--- src/rtl/shift_seq_rev.sv ---
// shift_seq_rev: multi-cycle SRL / ROL shifter with a start/ready/done handshake.
// Shifts one bit per clock edge by default.
// Optional macro SHIFT_SEQ_NIBBLE_STEP_EN: while at least 4 bits remain, each edge
// moves 4 bits at once, then the block finishes with 1-bit steps. Results are
// identical to the 1-bit mode; only the latency differs.
module shift_seq_rev #(
    parameter int WIDTH   = 16,
    parameter int SHAMT_W = 4
) (
    input  logic               clk,
    input  logic               rst,
    input  logic               Start,
    input  logic [WIDTH-1:0]   Shift_In,
    input  logic [SHAMT_W-1:0] Shift_Val,
    input  logic               Mode,
    output logic               Ready,
    output logic               Busy,
    output logic               Done,
    output logic [WIDTH-1:0]   Shift_Out
);

    typedef enum logic [1:0] {
        IDLE  = 2'd0,
        SHIFT = 2'd1,
        DONE  = 2'd2
    } state_t;

    state_t             state;
    logic [WIDTH-1:0]   work;
    logic [SHAMT_W-1:0] count;
    logic               mode_q;

    // Single-bit step: Mode 0 = logical right (zero fill at MSB), 1 = rotate left
    function automatic logic [WIDTH-1:0] step1(input logic [WIDTH-1:0] r, input logic m);
        if (m)
            return {r[WIDTH-2:0], r[WIDTH-1]};
        else
            return {1'b0, r[WIDTH-1:1]};
    endfunction

`ifdef SHIFT_SEQ_NIBBLE_STEP_EN
    // Four-bit step, equivalent to four consecutive single-bit steps
    function automatic logic [WIDTH-1:0] step4(input logic [WIDTH-1:0] r, input logic m);
        if (m)
            return {r[WIDTH-5:0], r[WIDTH-1:WIDTH-4]};
        else
            return {4'b0000, r[WIDTH-1:4]};
    endfunction
`endif

    // The work register drives the result directly; partial values are visible during SHIFT
    assign Shift_Out = work;

    // Control FSM plus datapath; handshake outputs are registered alongside the state
    always_ff @(posedge clk) begin
        if (rst) begin
            state  <= IDLE;
            work   <= '0;
            count  <= '0;
            mode_q <= 1'b0;
            Ready  <= 1'b1;
            Busy   <= 1'b0;
            Done   <= 1'b0;
        end else begin
            case (state)
                IDLE, DONE: begin
                    if (Start) begin
                        work   <= Shift_In;
                        count  <= Shift_Val;
                        mode_q <= Mode;
                        if (Shift_Val != '0) begin
                            state <= SHIFT;
                            Ready <= 1'b0;
                            Busy  <= 1'b1;
                            Done  <= 1'b0;
                        end else begin
                            state <= DONE;
                            Ready <= 1'b1;
                            Busy  <= 1'b0;
                            Done  <= 1'b1;
                        end
                    end else begin
                        state <= IDLE;
                        Ready <= 1'b1;
                        Busy  <= 1'b0;
                        Done  <= 1'b0;
                    end
                end
                SHIFT: begin
`ifdef SHIFT_SEQ_NIBBLE_STEP_EN
                    if (count >= SHAMT_W'(4)) begin
                        work  <= step4(work, mode_q);
                        count <= count - SHAMT_W'(4);
                        if (count == SHAMT_W'(4)) begin
                            state <= DONE;
                            Ready <= 1'b1;
                            Busy  <= 1'b0;
                            Done  <= 1'b1;
                        end
                    end else begin
                        work  <= step1(work, mode_q);
                        count <= count - SHAMT_W'(1);
                        if (count == SHAMT_W'(1)) begin
                            state <= DONE;
                            Ready <= 1'b1;
                            Busy  <= 1'b0;
                            Done  <= 1'b1;
                        end
                    end
`else
                    work  <= step1(work, mode_q);
                    count <= count - SHAMT_W'(1);
                    if (count == SHAMT_W'(1)) begin
                        state <= DONE;
                        Ready <= 1'b1;
                        Busy  <= 1'b0;
                        Done  <= 1'b1;
                    end
`endif
                end
                default: begin
                    state <= IDLE;
                    Ready <= 1'b1;
                    Busy  <= 1'b0;
                    Done  <= 1'b0;
                end
            endcase
        end
    end

endmodule

--- config.mk ---
export PLATFORM = sky130hd
export DESIGN_NAME = shift_seq_rev
export DESIGN_NICKNAME = d
export VERILOG_FILES = /design/src/rtl/shift_seq_rev.sv
export SDC_FILE = /design/constraint.sdc
export NUM_CORES = 1
export LEC_CHECK = 0
export BUFFER_PORTS_ARGS = -buffer_cell sky130_fd_sc_hd__buf_2
export CAP_MARGIN = 10
export CORE_UTILIZATION = 49
export DETAILED_ROUTE_END_ITERATION = 7
export PLACE_DENSITY = 0.8
export SLEW_MARGIN = 10
export SYNTH_ARGS = -nofsm -noshare
export SYNTH_HDL_FRONTEND = slang
export SYNTH_SLANG_ARGS = --single-unit
--- constraint.sdc ---
create_clock -name clk -period 1.53 [get_ports clk]
set_clock_uncertainty 0.15 [all_clocks]
set_input_delay 0.306 -clock clk [delete_from_list [all_inputs] [get_ports clk]]
set_output_delay 0.306 -clock clk [all_outputs]
set_load 0.01 [all_outputs]
==> flow_metrics.py, run 1 <==
metrics = {
    "cts": {
        "cts_root_buf": "clkbuf_4",
        "cts_resized": 0,
        "path_clk_slew_ns": 0.13,
        "cts_made_buffers": 3,
        "ctsHoldBuffers": 0,
        "insertion_delay_ns": 0.31,
        "cts_setup_buffers": 0,
        "htree_levels": 1,
        "cts.sinks": 25,
        "cts_tree": "yes",
        "clk_path_buf_depth": 2,
    },
    "global_routing": {
        "grt_util_all_layers": 0.210,
        "grt_pass1_vias": 1033,
        "grt_pass1_wl_um": 4470,
        "grt_overflow": 0,
        "grt_max_degree": 28,
        "grt_antenna_before_repair": 0,
    },
    "die": {
        "initial_core_util": 0.521,
        "io_pins": 43,
        "die_h_um": 53.5,
        "design.core.area_mm2": 0.00250,
        "die_area_mm2": 0.00287,
        "die_w_um": 53.5,
        "num_rows": 18,
    },
    "power_and_ir_drop": {
        "p_clk_frac": 0.188,
        "intPower_w": 0.00106,
        "p_total_w": 0.00155,
        "share_comb_of_total_power": 0.298,
        "power_per_cell_area_mw_per_mm2": 985,
        "p_sw_w": 0.000498,
        "ir_worst_vdd_mv": 0.498,
        "pwr-share-seq": 0.514,
        "p_leak_nw": 0.705,
        "p_sw_frac": 0.321,
    },
    "worst_setup_path": {
        "required_ns": 1.57,
        "rr_endpoint": "Shift_Out[14]",
        "worstRegToRegCells": 4,
        "crit_path_end_kind": "flop",
        "crit_fanout": 15,
        "crit_path_start_kind": "flop",
        "regToRegSetupSlack_ns": 0.11,
        "crit_slowest_cell": "dfxtp_1",
        "worstSetupEndpoint": "Shift_Out[14]",
        "crit_start": "state[1]",
        "crit_arrival_ns": 1.46,
        "max_stage_delay_ns": 0.34,
        "r2r_start": "state[1]",
        "path_cells": "nand2b_1 -> buf_4 -> a211oi_1 -> a311oi_1",
        "path_class": "flop to flop",
    },
    "drt": {
        "viasPerCell": 5.61,
        "avgRoutedWirePerCell_um": 13.7,
        "drc": 0,
        "num_vias": 1211,
        "ant_nets": 0,
        "first_pass_iters": 4,
        "drt_wl_total_um": 2960,
        "drt_iter0_markers": 20,
    },
    "yosys": {
        "yosysTopAreaCellShare": 0.385,
        "synth_top_family_by_area": "compound AO/OA/AOI/OAI gates",
        "yosysSeqAreaShare": 0.385,
        "muxShareOfSynthArea": 0.109,
        "synth.avg_cell_area_um2": 8.91,
        "mappedNetlistArea_mm2": 0.00130,
        "synth_area_leaders": "dfxtp_1 (38%), mux2i_1 (10%), a221oi_1 (8.1%)",
        "synthAdderAreaFrac": 0.0192,
        "synth_cell_types": 30,
        "synth_compound_area_frac": 0.242,
        "yosysWarnings": 0,
        "synth_top_area_cell": "dfxtp_1",
        "synth_cells": 146,
        "synth_nets": 172,
        "synth-simple-area-share": 0.169,
        "ys_seq_elements": 25,
        "synth-xor-area-share": 0,
    },
    "sta": {
        "layout_setup_ws_ns": 0.106,
        "layout_min_cycle_time_ns": 1.42,
        "tightestPinTransition_ns": 0.483,
        "setup_viol": 0,
        "max_freq_mhz": 702,
        "finalHoldViolations": 0,
        "tns_ns": 0,
        "relSlewSlack": 0.678,
        "finalCritPeriodShare": 0.931,
        "slew_violations": 0,
        "rsz0062_at_grt": "false",
    },
    "layout": {
        "n_antenna_cell": 0,
        "fin_nets": 213,
        "areaGrowthSynthToFinish_pct": 21.2,
        "drive_gt1_frac": 0.290,
    },
    "outcome": {
        "status": "finished clean",
    },
    "place": {
        "portBuffers": 42,
        "hpwl_um": 2160,
        "place_ws_ns": 0.0480,
        "gp_congestion": 0.793,
    },
    "worst_hold_path": {
        "holdCritPathClass": "input port to flop",
    },
    "flow_run": {
        "drv_cap": 0,
    },
}
==> routing by layer <==
metal,track usage,vias up,routed length [um]
met1,0.263,555,1330
met5,0,-,0
li1,-,622,-
met3,0.0311,2,119
met2,0.371,32,1490
met4,0.0614,0,15
==> logic make-up after synthesis <==
| group | after synthesis |
|---|---|
| AOI/OAI and AO/OA | 46 |
| muxes | 14 |
| adders and majority gates | 2 |
| and+or+nand+nor | 41 |
| buffers and inverters | 18 |
| DFF | 25 |
==> power by group through the flow <==
stage	Clock, W	Sequential, W	Combinational, W
after floorplan	0	0.000827	0.000287
after global placement	0	0.000808	0.000447
after detailed placement	0	0.000812	0.000464
after CTS	0.000305	0.000797	0.000465
after global routing	0.000329	0.000810	0.000509
final	0.000293	0.000798	0.000462
==> worst max-delay path: cells and delay by family (launching register included) <==
family          cells  cell delay, ns
flops               1            0.34
buf+inv             1            0.22
simple gates        1            0.21
compound gates      2            0.37
==> synthesized netlist by cell type <==
cell / number
nor2b_2: 1
or3_1: 2
a2bb2oi_1: 2
a211oi_1: 2
buf_6: 1
a31oi_1: 2
inv_1: 4
nor3_1: 2
o22ai_1: 1
a32oi_1: 2
nor4_1: 2
nand2b_1: 15
dfxtp_1: 25
ha_1: 2
o2bb2ai_1: 1
a221oi_1: 12
buf_12: 1
nor2_1: 4
a21o_1: 1
buf_2: 6
nand2_1: 9
a22oi_1: 1
nor2b_1: 3
clkbuf_1: 6
o21ai_1: 1
mux2_1: 1
mux2i_1: 13
a311oi_1: 2
a21oi_1: 19
nand3_1: 3
==> through the flow <==
step / instances / instance area (um^2) / hold WS [ns] / utilization
finish: 216 / 1580 / 0.0803 / 0.631
global placement: 212 / 1550 / 0.307 / 0.620
floorplan: 146 / 1300 / 0.292 / -
detailed placement: 212 / 1550 / 0.319 / 0.620
CTS: 216 / 1580 / 0.0717 / 0.631
global route: 216 / 1580 / 0.0964 / 0.631
==> worst min path at each step <==
stage                           start           end  slack (ns)  cells after the start
after global placement           Busy          Busy        0.31                      2
after floorplan                  Mode        mode_q        0.29                      2
after global routing      Shift_In[3]  Shift_Out[3]         0.1                      3
final                            Mode        mode_q        0.08                      3
after detailed placement         Busy          Busy        0.32                      2
after CTS                        Mode        mode_q        0.07                      3
==> area by class of cell <==
cell class	instances	area (um^2)
Fill cell	219	923
Multi-Input combinational cell	103	702
Sequential cell	25	500
Timing Repair Buffer	50	295
Tap cell	30	37.5
Clock buffer	4	26.3
Inverter	4	15.0
==> placed cells by master, fill, tap and decap left out, drive strengths merged, types with 3 or more instances in the layout <==
cell / netlist / layout
nor2b: 4 / 4
clkbuf: 6 / 4
nand3: 3 / 3
a21oi: 19 / 19
inv: 4 / 4
nor2: 4 / 4
buf: 8 / 50
dfxtp: 25 / 25
a221oi: 12 / 12
nand2: 9 / 9
mux2i: 13 / 13
nand2b: 15 / 15
==> registers in the layout (all words and copies together) (netlist names) <==
| register | flops |
|---|---|
| Shift_Out | 16 |
| count | 4 |
| state | 2 |
| Busy | 1 |
| Ready | 1 |
| mode_q | 1 |
(Power assumes the default switching activity.)
==> inputs of run 2 (changes only) <==
--- a/config.mk
+++ b/config.mk
@@ -9,7 +9,7 @@
 export CAP_MARGIN = 10
 export CORE_UTILIZATION = 49
 export DETAILED_ROUTE_END_ITERATION = 7
-export PLACE_DENSITY = 0.8
+export PLACE_DENSITY_LB_ADDON = 0.25
 export SLEW_MARGIN = 10
 export SYNTH_ARGS = -nofsm -noshare
 export SYNTH_HDL_FRONTEND = slang
==> run 2 against run 1 <==
  * Worst hold slack worse by 0.0075 ns
  * Highest routed layer unchanged
  * Combinational power down 2%
  * Register-to-register slack better by 0.03 ns
  * Via count up 2.9%
  * Largest cell class unchanged
  * Critical path type unchanged
==> flow_metrics.py, run 2 (same netlist as run 1, synthesis figures left out) <==
metrics = {
    "outcome": {
        "status": "finished clean",
    },
    "worst_setup_path": {
        "worstSetupEndpoint": "count[3]",
        "crit_arrival_ns": 1.49,
        "crit_path_start_kind": "flop",
        "crit_start": "count[0]",
        "worstRegToRegCells": 3,
        "regToRegSetupSlack_ns": 0.14,
        "rr_endpoint": "count[3]",
        "required_ns": 1.63,
        "crit_fanout": 4,
        "crit_path_end_kind": "flop",
        "r2r_start": "count[0]",
        "path_class": "flop to flop",
    },
    "place": {
        "portBuffers": 42,
        "gp_congestion": 0.763,
        "dp_cells": 212,
        "hpwl_um": 2120,
        "place_area_mm2": 0.00155,
    },
    "power_and_ir_drop": {
        "power_per_cell_area_mw_per_mm2": 982,
        "p_total_w": 0.00155,
        "ir_worst_vdd_mv": 0.585,
        "p_leak_nw": 0.705,
    },
    "cts": {
        "htree_levels": 1,
        "clk_path_buf_depth": 2,
        "cts_resized": 0,
        "ctsHoldBuffers": 0,
        "path_clk_slew_ns": 0.13,
        "cts_tree": "yes",
        "cts.sinks": 25,
        "cts_root_buf": "clkbuf_4",
        "insertion_delay_ns": 0.31,
        "cts_setup_buffers": 0,
        "cts_made_buffers": 3,
    },
    "sta": {
        "setup_viol": 0,
        "relSlewSlack": 0.729,
        "rsz0062_at_grt": "false",
        "slew_violations": 0,
        "finalCritPeriodShare": 0.909,
        "tns_ns": 0,
        "finalHoldViolations": 0,
        "tightestPinTransition_ns": 0.403,
        "max_freq_mhz": 719,
        "layout_min_cycle_time_ns": 1.39,
    },
    "layout": {
        "final_cell_area_mm2": 0.00158,
        "final_cell_mix": "buf_2 (42), dfxtp_1 (25), a21oi_1 (19)",
        "drive_gt1_frac": 0.290,
        "areaGrowthSynthToFinish_pct": 21.2,
        "finalNonFillerCells": 216,
        "final_common_cell": "buf_2",
        "largest_register_ff_count": 16,
        "fin_nets": 213,
        "final_util": 0.631,
        "n_antenna_cell": 0,
    },
    "drt": {
        "drt_iter0_markers": 22,
        "highest-signal-layer": "met4",
        "drc": 0,
        "dr_wl_met2_um": 1370,
        "wl_met1_um": 1380,
        "first_pass_iters": 5,
        "drt_wl_total_um": 2880,
        "num_vias": 1246,
        "met3_length_um": 107,
        "ant_nets": 0,
        "viasPerCell": 5.77,
        "avgRoutedWirePerCell_um": 13.3,
    },
    "die": {
        "design.core.area_mm2": 0.00250,
        "io_pins": 43,
        "die_h_um": 53.5,
        "initial_core_util": 0.521,
        "die_w_um": 53.5,
        "num_rows": 18,
        "die_area_mm2": 0.00287,
    },
    "global_routing": {
        "grt_pass1_wl_um": 4430,
        "grt_antenna_before_repair": 0,
        "grt_max_degree": 19,
        "grt_overflow": 0,
        "grt_pass1_vias": 1001,
        "grt_util_all_layers": 0.210,
    },
    "flow_run": {
        "drv_cap": 0,
    },
    "worst_hold_path": {
        "holdCritPathClass": "input port to flop",
    },
}
## run 2: cell counts in the layout (fill, tap and decap cells not counted)
Identical to the previous run, type by type.
## run 2: where the power goes
part	internal, W	switching (W)	total [W]
logic	0.000222	0.000231	0.000453
registers	0.000728	0.0000735	0.000802
clock network	0.000102	0.000192	0.000294
total	0.00105	0.000496	0.00155
## run 2: critical path: stages (launching register included)
cell     delay [ns]
dfxtp_1        0.36
or3_1          0.39
or3_1          0.31
a31oi_1        0.12
## run 2: layout make-up
cell class                      instances  area [um^2]
Multi-Input combinational cell        103          702
Clock buffer                            4         26.3
Tap cell                               30         37.5
Timing Repair Buffer                   50          295
Sequential cell                        25          500
Fill cell                             219          923
Inverter                                4         15.0
## run 2: per-stage QoR
step | setup WS [ns] | hold WS (ns)
floorplan | 0.198 | 0.292
global placement | 0.173 | 0.313
detailed placement | 0.113 | 0.323
CTS | 0.143 | 0.0678
global route | 0.0579 | 0.0617
finish | 0.140 | 0.0728
## run 2: worst min-delay path by stage
stage	startpoint	to	slack, ns	cells past startpoint
finish	Mode	mode_q	0.07	3
global placement	Busy	Busy	0.31	2
floorplan	Mode	mode_q	0.29	2
global route	Mode	mode_q	0.06	3
detailed placement	Busy	Busy	0.32	2
CTS	Mode	mode_q	0.07	3
## run 2: metal layers
metal  track usage  vias to the layer above
met5             0                        -
met4        0.0789                        0
met1         0.288                      594
met3        0.0254                        2
li1              -                      616
met2         0.335                       34
